--- src/rtl/io_pkg.sv ---
// Shared I/O address map constants and STAT register layout.
// Used by the output register block and the input side.
package io_pkg;

    localparam logic [5:0] PORT_BASE_DEF = 6'h20;
    localparam logic [5:0] STAT_OFS      = 6'd3;
    localparam int         VALID_LSB     = 0;
    localparam int         OVR_LSB       = 4;

    // Pack valid and overrun flags into the STAT read word.
    function automatic logic [31:0] stat_word(
        input logic [2:0] valid,
        input logic [2:0] ovr
    );
        logic [31:0] w;
        w = '0;
        w[VALID_LSB +: 3] = valid;
        w[OVR_LSB +: 3]   = ovr;
        return w;
    endfunction

endpackage

--- src/rtl/io_output_mux.sv ---
// CPU readback selector for the output ports and STAT.
// Purely combinational; holds no state.
module io_output_mux
    import io_pkg::*;
#(
    parameter logic [5:0] PORT_BASE = PORT_BASE_DEF
) (
    input  logic [31:0] port0,
    input  logic [31:0] port1,
    input  logic [31:0] port2,
    input  logic [31:0] stat,
    input  logic [5:0]  sel,
    output logic [31:0] read_data
);

    logic [5:0] off;

    assign off = sel - PORT_BASE;

    // Select the register addressed by sel; unmapped reads return zero.
    always_comb begin
        read_data = '0;
        case (off)
            6'd0:     read_data = port0;
            6'd1:     read_data = port1;
            6'd2:     read_data = port2;
            STAT_OFS: read_data = stat;
            default:  read_data = '0;
        endcase
    end

endmodule

--- src/rtl/io_output_reg.sv ---
// Memory-mapped CPU output ports with valid/ack handshake
// and sticky overrun flags, plus combinational readback.
module io_output_reg
    import io_pkg::*;
#(
    parameter int         NPORT     = 3,
    parameter logic [5:0] PORT_BASE = PORT_BASE_DEF
) (
    input  logic             io_clk,
    input  logic             resetn,
    input  logic [31:0]      addr,
    input  logic [31:0]      datain,
    input  logic             write_io_enable,
    output logic [31:0]      out_port0,
    output logic [31:0]      out_port1,
    output logic [31:0]      out_port2,
    output logic [NPORT-1:0] out_valid,
    input  logic [NPORT-1:0] out_ack,
    output logic [31:0]      io_read_data
);

    localparam logic [2:0] PMASK = 3'b111 >> (3 - NPORT);

    logic [31:0] port_q [3];
    logic [2:0]  valid_q;
    logic [2:0]  ovr_q;
    logic [2:0]  ack3;
    logic [2:0]  wr_port;
    logic        wr_stat;
    logic [5:0]  off;
    logic [2:0]  valid_n;
    logic [2:0]  ovr_n;
    logic [31:0] stat;

    assign off     = addr[7:2] - PORT_BASE;
    assign wr_stat = write_io_enable && (off == STAT_OFS);

    // Widen ack, decode port writes and compute next flag state.
    always_comb begin
        ack3    = '0;
        wr_port = '0;
        valid_n = valid_q;
        ovr_n   = ovr_q;
        for (int i = 0; i < NPORT; i++) begin
            ack3[i] = out_ack[i];
        end
        for (int i = 0; i < 3; i++) begin
            wr_port[i] = write_io_enable && PMASK[i]
                         && (off == 6'(i));
            if (wr_port[i]) begin
                valid_n[i] = 1'b1;
            end else if (ack3[i]) begin
                valid_n[i] = 1'b0;
            end
            if (wr_stat && datain[OVR_LSB + i]) begin
                ovr_n[i] = 1'b0;
            end
            if (wr_port[i] && valid_q[i] && !ack3[i]) begin
                ovr_n[i] = 1'b1;
            end
        end
        valid_n = valid_n & PMASK;
        ovr_n   = ovr_n & PMASK;
    end

    // Port data and flag registers; reset wins over writes and acks.
    always_ff @(posedge io_clk) begin
        if (!resetn) begin
            for (int i = 0; i < 3; i++) begin
                port_q[i] <= '0;
            end
            valid_q <= '0;
            ovr_q   <= '0;
        end else begin
            for (int i = 0; i < 3; i++) begin
                if (wr_port[i]) begin
                    port_q[i] <= datain;
                end
            end
            valid_q <= valid_n;
            ovr_q   <= ovr_n;
        end
    end

    assign out_port0 = PMASK[0] ? port_q[0] : '0;
    assign out_port1 = PMASK[1] ? port_q[1] : '0;
    assign out_port2 = PMASK[2] ? port_q[2] : '0;
    assign out_valid = valid_q[NPORT-1:0];
    assign stat      = stat_word(valid_q, ovr_q);

    io_output_mux #(
        .PORT_BASE (PORT_BASE)
    ) u_mux (
        .port0     (out_port0),
        .port1     (out_port1),
        .port2     (out_port2),
        .stat      (stat),
        .sel       (addr[7:2]),
        .read_data (io_read_data)
    );

endmodule

--- config.mk ---
export PLATFORM = sky130hd
export DESIGN_NAME = io_output_reg
export DESIGN_NICKNAME = d
export VERILOG_FILES = /design/src/rtl/io_pkg.sv /design/src/rtl/io_output_mux.sv /design/src/rtl/io_output_reg.sv
export SDC_FILE = /design/constraint.sdc
export NUM_CORES = 1
export LEC_CHECK = 0
export BUFFER_PORTS_ARGS = -buffer_cell sky130_fd_sc_hd__buf_2
export CORE_UTILIZATION = 52
export CTS_BUF_LIST = sky130_fd_sc_hd__clkbuf_8
export DETAILED_ROUTE_END_ITERATION = 8
export MAX_ROUTING_LAYER = met4
export PLACE_DENSITY = 0.95
export REMOVE_ABC_BUFFERS = 1
export SLEW_MARGIN = 20
export SYNTH_ARGS = -nofsm -noshare
export SYNTH_HDL_FRONTEND = slang
export SYNTH_HIERARCHICAL = 1
export SYNTH_SLANG_ARGS = --single-unit
--- constraint.sdc ---
create_clock -name io_clk -period 3.2 [get_ports io_clk]
set_input_delay 0.32 -clock io_clk [delete_from_list [all_inputs] [get_ports io_clk]]
set_output_delay 0.32 -clock io_clk [all_outputs]
set_load 0.01 [all_outputs]
==> results.md, run 1 <==
* Int Pwr at 0.00201 W
* PnR Total Power at 0.00263 W
* Worst Reg-to-Reg Cells at 3
* Max cap viols at 0
* RSZ-0062 raised after global routing: false
* # rows at 33
* Fillers at 577
* Max Freq at between 400 and 500 MHz
* DRC Markers at 0
* Switching Fraction at 0.235
* Final hold vios at 0
* PortBufs at approximately 170
* CORE AREA at 8220 um2
* Comb pwr share at 0.111
* Cell area after synthesis at 4430 um2
* Syn avg cell area at 15.7 um2
* Hold buffer count at CTS at 0
* Placed cell areas at 5470 um2
* Final Cell Area at 5660 um2
* Crit path max fanout at 32
* Clk Latency, worst-skew pair at roughly 350 ps
* Clk network pwr share at 0.297
* DR iter-0 viols at 132
* Critical path launch point type: input pin
* Netlist cell types at 30
* Clk slew on worst S/H paths at 80 ps
* CTS Buffer Depth at 2
* Commonest cells post-synth: edfxtp_1, mux2i_1, and2_1, o22ai_1, buf_2
* Min-Delay Path Class: input pin to flip-flop
* Worst Setup End Kind: output pin
* Pwr Density at 465 nW/um2
* Final min period at 2200 ps
* Number of flops mapped to enable cells by yosys at between 90 and 100
* First drt pass iteration count at 4
* LEAKAGE at 2.53 nW
* Cells after Synth at 282
* Total gr overflow at 0
* Reg2reg end: ovr_q[2]
* Most common cell in the netlist: edfxtp_1
* Starting density of the core at 0.540
* Post-DRT Antenna Nets at 0
* R2R Setup Slk at 2150 ps
* Layout Area Growth over Synthesis at 27.7%
* Fin. max-slew vios at 0
* Gpl congestion at 0.783
* Synthesized flop and latch total at 102
* Die height at 94.3 um
* Post-CTS Setup Bufs at 0
* Status: finished clean
* WL per Instance at 17.1 um
* Critical Path RT at 2880 ps
* HPWL Detailed at 7.18 mm
* Worst slew margin at 0.507
* Setup-failing EPs final at 0
* Kind of critical path: input pin to output pin
* Synth warn at 6
* Critical R2R Launch: out_valid[2]
* Worst VDD drop at 301 uV
* Sequential fraction of the synthesis area at 0.677
* Share of power burned in registers at 0.593
* Root buf cell: clkbuf_8
* Area leader, netlist: edfxtp_1
* Clock skew at 8.03 ps
* Ranking of synthesized cells by area: edfxtp_1, mux2i_1, and2_1
* Vias at 3,183
* Vias in the first global route at 3,068
* CTS Sinks at a little over 100
* NumNets Final at between 500 and 600
* Vias per inst at 5.38
* Inserted Diodes at 0
* IO Pins at 201
* Die width at 94.3 um
* H-Tree Depth at 3
* Final cycle utilization of the critical path at 0.688
* Layout cells sized above 1 at 0.413
* Hold depth at 2
* First-pass GRT wire length at 14.8 mm
* CP arrival at 1880 ps
* Worst Hold End: ovr_q[2]
* Routed wire length at between 10 and 15 mm
* Num CTS Buffers at 9
* Post_cts resized at 0
* Total track usage at 0.234
* Least-Margin Pin Slew at 737 ps
* Most used DFF post-synth: edfxtp_1
* HP Start: datain[6]
* Largest net degree at the start of global routing at 39
* Initial antenna violation count at 0
* Die area at 8900 um2
* Share of the synthesized area in the top cell type at 0.650
* Psw at 0.000620 W
* Total negative setup slack at 0 ps
* CTS tree: built
* Post-synth ARST share at 0
==> per-layer routing <==
metal,GRT usage,vias up,wire (um)
met5,-,-,0
met4,0.0962,0,204
met3,0.0403,21,725
met2,0.421,153,5510
met1,0.255,1527,3700
li1,-,1482,-
==> power groups by stage <==
stage / Sequential, W / Clock, W / Combinational (W)
after floorplan: 0.00163 / 0 / 0.0000952
after global placement: 0.00159 / 0 / 0.000283
after detailed placement: 0.00159 / 0 / 0.000292
after CTS: 0.00156 / 0.000796 / 0.000293
after global routing: 0.00157 / 0.000853 / 0.000315
final: 0.00156 / 0.000781 / 0.000291
==> per-stage QoR <==
stage               hold WS [ps]  cells  setup slack (ps)  utilization
detailed placement           496    576               785        0.665
global route                 170    592               956        0.689
floorplan                    427    289               977            -
CTS                          160    592              1040        0.689
finish                       182    592              1000        0.689
global placement             481    576               854        0.665
==> registers in the layout, summed over array words and instances, names as in the netlist <==
register and count:
port_q 96, ovr_q 3, out_valid 3
==> final cells by class <==
type | count | area, um2 | share of cell area
Multi-Input combinational cell | 185 | 1390 | 0.246
Clock buffer | 9 | 124 | 0.0219
Sequential cell | 102 | 3000 | 0.531
Timing Repair Buffer | 182 | 933 | 0.165
Tap cell | 105 | 131 | 0.0232
Inverter | 2 | 7.51 | 0.00133
Clock inverter | 7 | 71.3 | 0.0126
==> cells by family (layout without fill, tap and decap cells) <==
group | count (synthesis) | count (layout) | share of synthesized area
and+or+nand+nor | 52 | 52 | 0.0804
DFF | 102 | 102 | 0.677
AOI/OAI and AO/OA | 43 | 43 | 0.0660
muxes | 64 | 64 | 0.144
buffers and inverters | 20 | 200 | 0.0310
other | 1 | 26 | 0.000846
==> worst max-delay path, stage by stage <==
cell	delay [ps]
buf_2	130
nor4b_4	310
nand2_2	480
o22ai_1	430
buf_2	190
==> cells in the final DEF (no fill, tap or decap), types with 4 or more instances in the layout <==
| master | Yosys | final |
|---|---|---|
| buf_2 | 8 | 173 |
| edfxtp_1 | 96 | 96 |
| mux2i_1 | 64 | 64 |
| and2_1 | 32 | 32 |
| o22ai_1 | 32 | 32 |
| conb_1 | 1 | 26 |
| clkbuf_8 | 0 | 9 |
| buf_4 | 2 | 9 |
| dfxtp_1 | 6 | 6 |
| nand4_1 | 4 | 4 |
| nand2_1 | 4 | 4 |
==> worst max path at each step <==
stage                       start          endpoint  slack (ps)  cells after the start
after floorplan           addr[5]     port_q[0][64]         980                      3
after global placement    addr[5]     port_q[0][68]         850                      5
after detailed placement  addr[5]     port_q[0][69]         790                      5
after CTS                 addr[6]  io_read_data[28]        1040                      6
after global routing      addr[6]  io_read_data[17]         960                      6
final                     addr[6]   io_read_data[8]        1000                      5
(Power assumes the default switching activity.)
==> run 2: changes to the inputs <==
--- a/config.mk
+++ b/config.mk
@@ -6,11 +6,11 @@
 export NUM_CORES = 1
 export LEC_CHECK = 0
 export BUFFER_PORTS_ARGS = -buffer_cell sky130_fd_sc_hd__buf_2
-export CORE_UTILIZATION = 52
+export CORE_UTILIZATION = 49
 export CTS_BUF_LIST = sky130_fd_sc_hd__clkbuf_8
 export DETAILED_ROUTE_END_ITERATION = 8
 export MAX_ROUTING_LAYER = met4
-export PLACE_DENSITY = 0.95
+export PLACE_DENSITY = 0.94
 export REMOVE_ABC_BUFFERS = 1
 export SLEW_MARGIN = 20
 export SYNTH_ARGS = -nofsm -noshare
==> constraint.sdc (replaced) <==
create_clock -name io_clk -period 2.05 [get_ports io_clk]
set_input_delay 0.205 -clock io_clk [delete_from_list [all_inputs] [get_ports io_clk]]
set_output_delay 0.205 -clock io_clk [all_outputs]
set_load 0.01 [all_outputs]
==> run 2 against run 1 <==
- final cell count up 1.2%
- core utilization is 3.0 points lower
- sequential cell count unchanged
- combinational power is 63% higher
- via count is 0.44% lower
- clock-buffer cell count is the same
- setup slack worse by 610 ps
- register-to-register slack worse by 1200 ps
- critical path depth is 1 higher
- die area up 6.0%
- critical path type unchanged
- largest power group unchanged
==> results.md, run 2 (synthesis results as in run 1) <==
* Layout Area Growth over Synthesis at 29.6%
* HPWL Detailed at 7.22 mm (+0.52%)
* NumNets Final at 556 (+0.72%)
* # rows at 34 (+3.0%)
* DR iter-0 viols at 93 (-30%)
* Status: finished clean
* H-Tree Depth at 3 (unchanged)
* Die area at 9430 um2 (+6.0%)
* Inserted Diodes at 0 (unchanged)
* CTS tree: built
* Gpl congestion at 0.787 (+0.47%)
* Die width at 97.1 um (+3.0%)
* Area of the multi-input gates at 1390 um2 (unchanged)
* Hold buffer count at CTS at 0 (unchanged)
* PortBufs at 174 (unchanged)
* Routed wire length at 10.1 mm (-0.62%)
* RSZ-0062 raised after global routing: false
* Root buf cell: clkbuf_8
* Reg area at 3000 um2 (unchanged)
* Worst Setup End Kind: output pin
* Worst VDD drop at 407 uV (+35%)
* Vias at 3,169 (-0.44%)
* Vias per inst at 5.29 (-1.6%)
* Max Freq at between 600 and 700 MHz
* CTS Sinks at 102 (unchanged)
* Pwr Density at 704 nW/um2 (+51%)
* Largest register by flop count: port_q
* First drt pass iteration count at 4 (unchanged)
* Clk slew on worst S/H paths at 90 ps (about the same)
* CORE AREA at 8720 um2 (+6.1%)
* Starting density of the core at 0.508 (-0.0312)
* Final hold vios at 0 (unchanged)
* Most frequent cells in the layout: buf_2, edfxtp_1, mux2i_1
* Final min period at 1660 ps
* Post-CTS Setup Bufs at 0 (unchanged)
* IO Pins at 201 (unchanged)
* PnR Total Power at 0.00405 W (+54%)
* Layout cells sized above 1 at 0.418 (+0.00478)
* CP arrival at 1460 ps (-420 ps)
* LEAKAGE at 2.56 nW (+1.3%)
* Max cap viols at 0 (unchanged)
* Fin. max-slew vios at 0 (unchanged)
* Fillers at 639 (+11%)
* Die height at 97.1 um (+3.0%)
* Most common cell after layout, fill and taps aside: buf_2
* CTS Buffer Depth at 2 (unchanged)
* Min-Delay Path Class: input pin to flip-flop
* WL per Instance at 16.8 um (-1.8%)
* Setup-failing EPs final at 0 (unchanged)
* Final cycle utilization of the critical path at 0.810
* Vias in the first global route at 3,130 (+2.0%)
* Num CTS Buffers at 9 (unchanged)
* Total track usage at 0.220 (-0.0146)
* Total gr overflow at 0 (unchanged)
* Critical path launch point type: input pin
* Initial antenna violation count at 0 (unchanged)
* Largest register FFs at 96 (unchanged)
* Post-DRT Antenna Nets at 0 (unchanged)
* Critical Path RT at 1850 ps (-1030 ps)
* Total negative setup slack at 0 ps (unchanged)
* Kind of critical path: input pin to output pin
* Largest net degree at the start of global routing at 43 (+10%)
* First-pass GRT wire length at 15.7 mm (+6.4%)
* Clk Latency, worst-skew pair at 360 ps (about the same)
* Crit path max fanout at 32 (unchanged)
* DRC Markers at 0 (unchanged)
* Post_cts resized at 0 (unchanged)
* Clock skew at 0.804 ps (-7.22 ps)
## run 2: cell count changes in the layout (fill, tap and decap cells not counted), sizes merged
cell / change
clkinvlp: +1
inv: -1
bufinv: -1
clkinv: +1
buf: +4
## run 2: layer usage
layer	track usage	up-vias	wire length, um
li1	-	1488	-
met1	0.252	1531	4000
met2	0.387	132	5340
met3	0.0317	18	543
met4	0.0873	0	191
met5	-	-	0
## run 2: layout make-up
| type | count | area share |
|---|---|---|
| Clock buffer | 9 | 0.0216 |
| Tap cell | 108 | 0.0235 |
| Multi-Input combinational cell | 185 | 0.242 |
| Timing Repair Buffer | 186 | 0.181 |
| Sequential cell | 102 | 0.523 |
| Inverter | 2 | 0.00131 |
| Clock inverter | 7 | 0.00849 |
## run 2: power breakdown
part	leakage, nW	switching (W)	internal (W)
sequential	0.962	0.0000566	0.00238
clock	0.0851	0.000691	0.000444
combinational	1.51	0.000263	0.000211
## run 2: per-stage QoR
stage	instances	worst slack, ps	util	hold WS (ps)	cell area, um2
6_report	599	390	0.659	78.9	5750
5_1_grt	599	352	0.659	72.3	5750
4_1_cts	599	408	0.659	60.6	5750
3_5_place_dp	583	320	0.639	451	5570
3_3_place_gp	583	356	0.639	439	5570
2_1_floorplan	289	-57.7	-	312	4400
## run 2: critical path, cell delays in order
cell	delay, ps
buf_2	140
nor4b_4	330
nand2b_1	120
buf_4	260
o22ai_1	200
buf_2	170
## run 2: final timing paths
check / start / to / slack (ps) / cells past startpoint
worst max-delay path: addr[6] / io_read_data[28] / 390 / 6
worst min-delay path: datain[6] / ovr_q[2] / 80 / 2
worst max register to register: out_valid[2] / ovr_q[2] / 1000 / 3
worst min register to register: out_valid[1] / out_valid[1] / 530 / 2
==> run 3: changes to the inputs <==
==> constraint.sdc (replaced) <==
create_clock -name io_clk -period 1.65 [get_ports io_clk]
set_input_delay 0.165 -clock io_clk [delete_from_list [all_inputs] [get_ports io_clk]]
set_output_delay 0.165 -clock io_clk [all_outputs]
set_load 0.01 [all_outputs]
==> run 3 against run 2 <==
- final area rose by 1.7%
- non-clock buffer count rose by 3
- sequential share of layout area fell by 0.85 points
- clock skew rose by 17 ps
- setup slack got worse by 320 ps
- first-iteration DRC count rose by 5.4%
- critical path depth rose by 1
- wire length rose by 1.5%
- largest cell class unchanged
- largest power group unchanged
==> results.md, run 3 (synthesis results as in run 1) <==
* Min-Delay Path Class: input pin to flip-flop
* Gpl congestion at 0.792 (+0.64%)
* Critical R2R Launch: out_valid[2]
* Vias in the first global route at 3,240 (+3.5%)
* LEAKAGE at 2.61 nW (+1.9%)
* Vias per inst at 5.26 (-0.53%)
* Worst Setup End Kind: output pin
* Clock skew at 17.7 ps (+16.9 ps)
* Largest stage delay, worst path at 300 ps (-30 ps)
* CP arrival at 1410 ps (-50 ps)
* CTS Sinks at 102 (unchanged)
* Cell family with the largest share of critical-path delay: buffers and inverters
* Int Pwr at 0.00391 W (+29%)
* Max Freq at between 600 and 700 MHz
* Fin. max-slew vios at 0 (unchanged)
* CP most frequent cell: buf_2
* RSZ-0062 raised after global routing: false
* Clk Latency, worst-skew pair at 350 ps (about the same)
* Worst Hold End: ovr_q[2]
* Switching Fraction at 0.234 (-0.0158)
* Fillers at 641 (+0.31%)
* CTS tree: built
* Layout Area Growth over Synthesis at 31.7%
* Final worst slack at 70.7 ps (-319 ps)
* HPWL Detailed at 7.22 mm (about the same)
* Slowest CP cell: nor4b_4
* First-pass GRT wire length at 15.9 mm (+1.1%)
* Max cap viols at 0 (unchanged)
* Hold depth at 2 (unchanged)
* Layout cells sized above 1 at 0.421 (+0.00354)
* Most common cell after layout, fill and taps aside: buf_2
* PnR Total Power at 0.00511 W (+26%)
* Kind of critical path: input pin to output pin
* Placement Setup Slack at 5.19 ps (-315 ps)
* Pwr Density at 874 nW/um2 (+24%)
* Post-DRT Antenna Nets at 0 (unchanged)
* Vias at 3,168 (-0.032%)
* Die width at 97.1 um (unchanged)
* Total gr overflow at 0 (unchanged)
* WL per Instance at 17.0 um (+1.0%)
* First drt pass iteration count at 4 (unchanged)
* Worst Reg-to-Reg Cells at 3 (unchanged)
* Psw at 0.00120 W (+18%)
* Final hold vios at 0 (unchanged)
* Worst VDD drop at 455 uV (+12%)
* PortBufs at 174 (unchanged)
* Reg2reg end: ovr_q[2]
* Num CTS Buffers at 9 (unchanged)
* Setup-failing EPs final at 0 (unchanged)
* Post-CTS Setup Bufs at 0 (unchanged)
* Largest register by flop count: port_q
* Largest net degree at the start of global routing at 39 (-9.3%)
* Comb pwr share at 0.118 (about the same)
* HP Start: datain[6]
* Die height at 97.1 um (unchanged)
* DR iter-0 viols at 98 (+5.4%)
* CORE AREA at 8720 um2 (unchanged)
* WP buf/inv at 4 (+1)
* IO Pins at 201 (unchanged)
* DRC Markers at 0 (unchanged)
* H-Tree Depth at 3 (unchanged)
* Final cycle utilization of the critical path at 0.957
* Total track usage at 0.218 (-0.00110)
* Critical path launch point type: input pin
* R2R Setup Slk at 560 ps (-440 ps)
* Clk slew on worst S/H paths at 80 ps (about the same)
* Critical Path RT at 1480 ps (-370 ps)
* # rows at 34 (unchanged)
* Clk network pwr share at 0.289 (+0.008)
* Status: finished clean
* Share of power burned in registers at 0.593 (-0.009)
* Utilization after layout at 0.670 (+0.0109)
* Starting density of the core at 0.508 (unchanged)
* Initial antenna violation count at 0 (unchanged)
* Die area at 9430 um2 (unchanged)
* Routed wire length at 10.2 mm (+1.5%)
* Final min period at 1580 ps
* Root buf cell: clkbuf_8
* CTS Buffer Depth at 2 (unchanged)
* Most frequent cells in the layout: buf_2, edfxtp_1, mux2i_1
* Crit path max fanout at 32 (unchanged)
* Crit path cell chain: buf_2 -> buf_4 -> nor4b_4 -> nand2_2 -> buf_12 -> o22ai_1 -> buf_2
* NumNets Final at 559 (+0.54%)
* Inserted Diodes at 0 (unchanged)
* Largest register FFs at 96 (unchanged)
* Total negative setup slack at 0 ps (unchanged)
run 3: worst max-delay path by stage:
stage             from  cells past startpoint                to
2_1_floorplan  addr[5]                      3     port_q[0][64]
6_report       addr[5]                      7   io_read_data[6]
5_1_grt        addr[5]                      7   io_read_data[6]
3_5_place_dp   addr[5]                      5     port_q[0][86]
4_1_cts        addr[5]                      7  io_read_data[24]
3_3_place_gp   addr[5]                      5     port_q[0][86]
run 3: worst register-to-register path, stage by stage (launching register included):
cell      delay [ps]
dfxtp_1          390
nor2b_1          190
a41oi_1          140
a311oi_1         260
run 3: what timing repair did:
action | 4_1_cts | 5_1_grt
endpoints found under the setup margin | 0 | 5
hold buffers | 0 | 0
gates resized for setup | 0 | 2
run 3: power groups by stage:
stage	Combinational, W	Clock, W	Sequential [W]
floorplan	0.000185	0	0.00315
CTS	0.000603	0.00150	0.00303
global route	0.000644	0.00159	0.00305
global placement	0.000583	0	0.00307
finish	0.000604	0.00148	0.00303
detailed placement	0.000601	0	0.00309
run 3: area by class of cell:
class	instances	area, um2	share of cell area
clock buffers	9	124	0.0212
clock inverters	7	61.3	0.0105
inverters	2	7.51	0.00129
multi-input cells	185	1400	0.239
flip-flops and latches	102	3000	0.514
well taps	108	135	0.0231
repair buffers	189	1110	0.191
run 3: metal layers:
layer,wire [um],track usage,part of all wire
met1,4130,0.258,0.40
met2,5310,0.376,0.52
met3,565,0.0353,0.055
met4,223,0.0850,0.022
met5,0,-,0
run 3: per-stage QoR:
step	area, um2	hold WS [ps]	std cells
6_report	5840	77.4	602
5_1_grt	5840	72.5	602
4_1_cts	5830	55.1	602
3_5_place_dp	5650	402	586
3_3_place_gp	5650	397	586
2_1_floorplan	4400	272	289
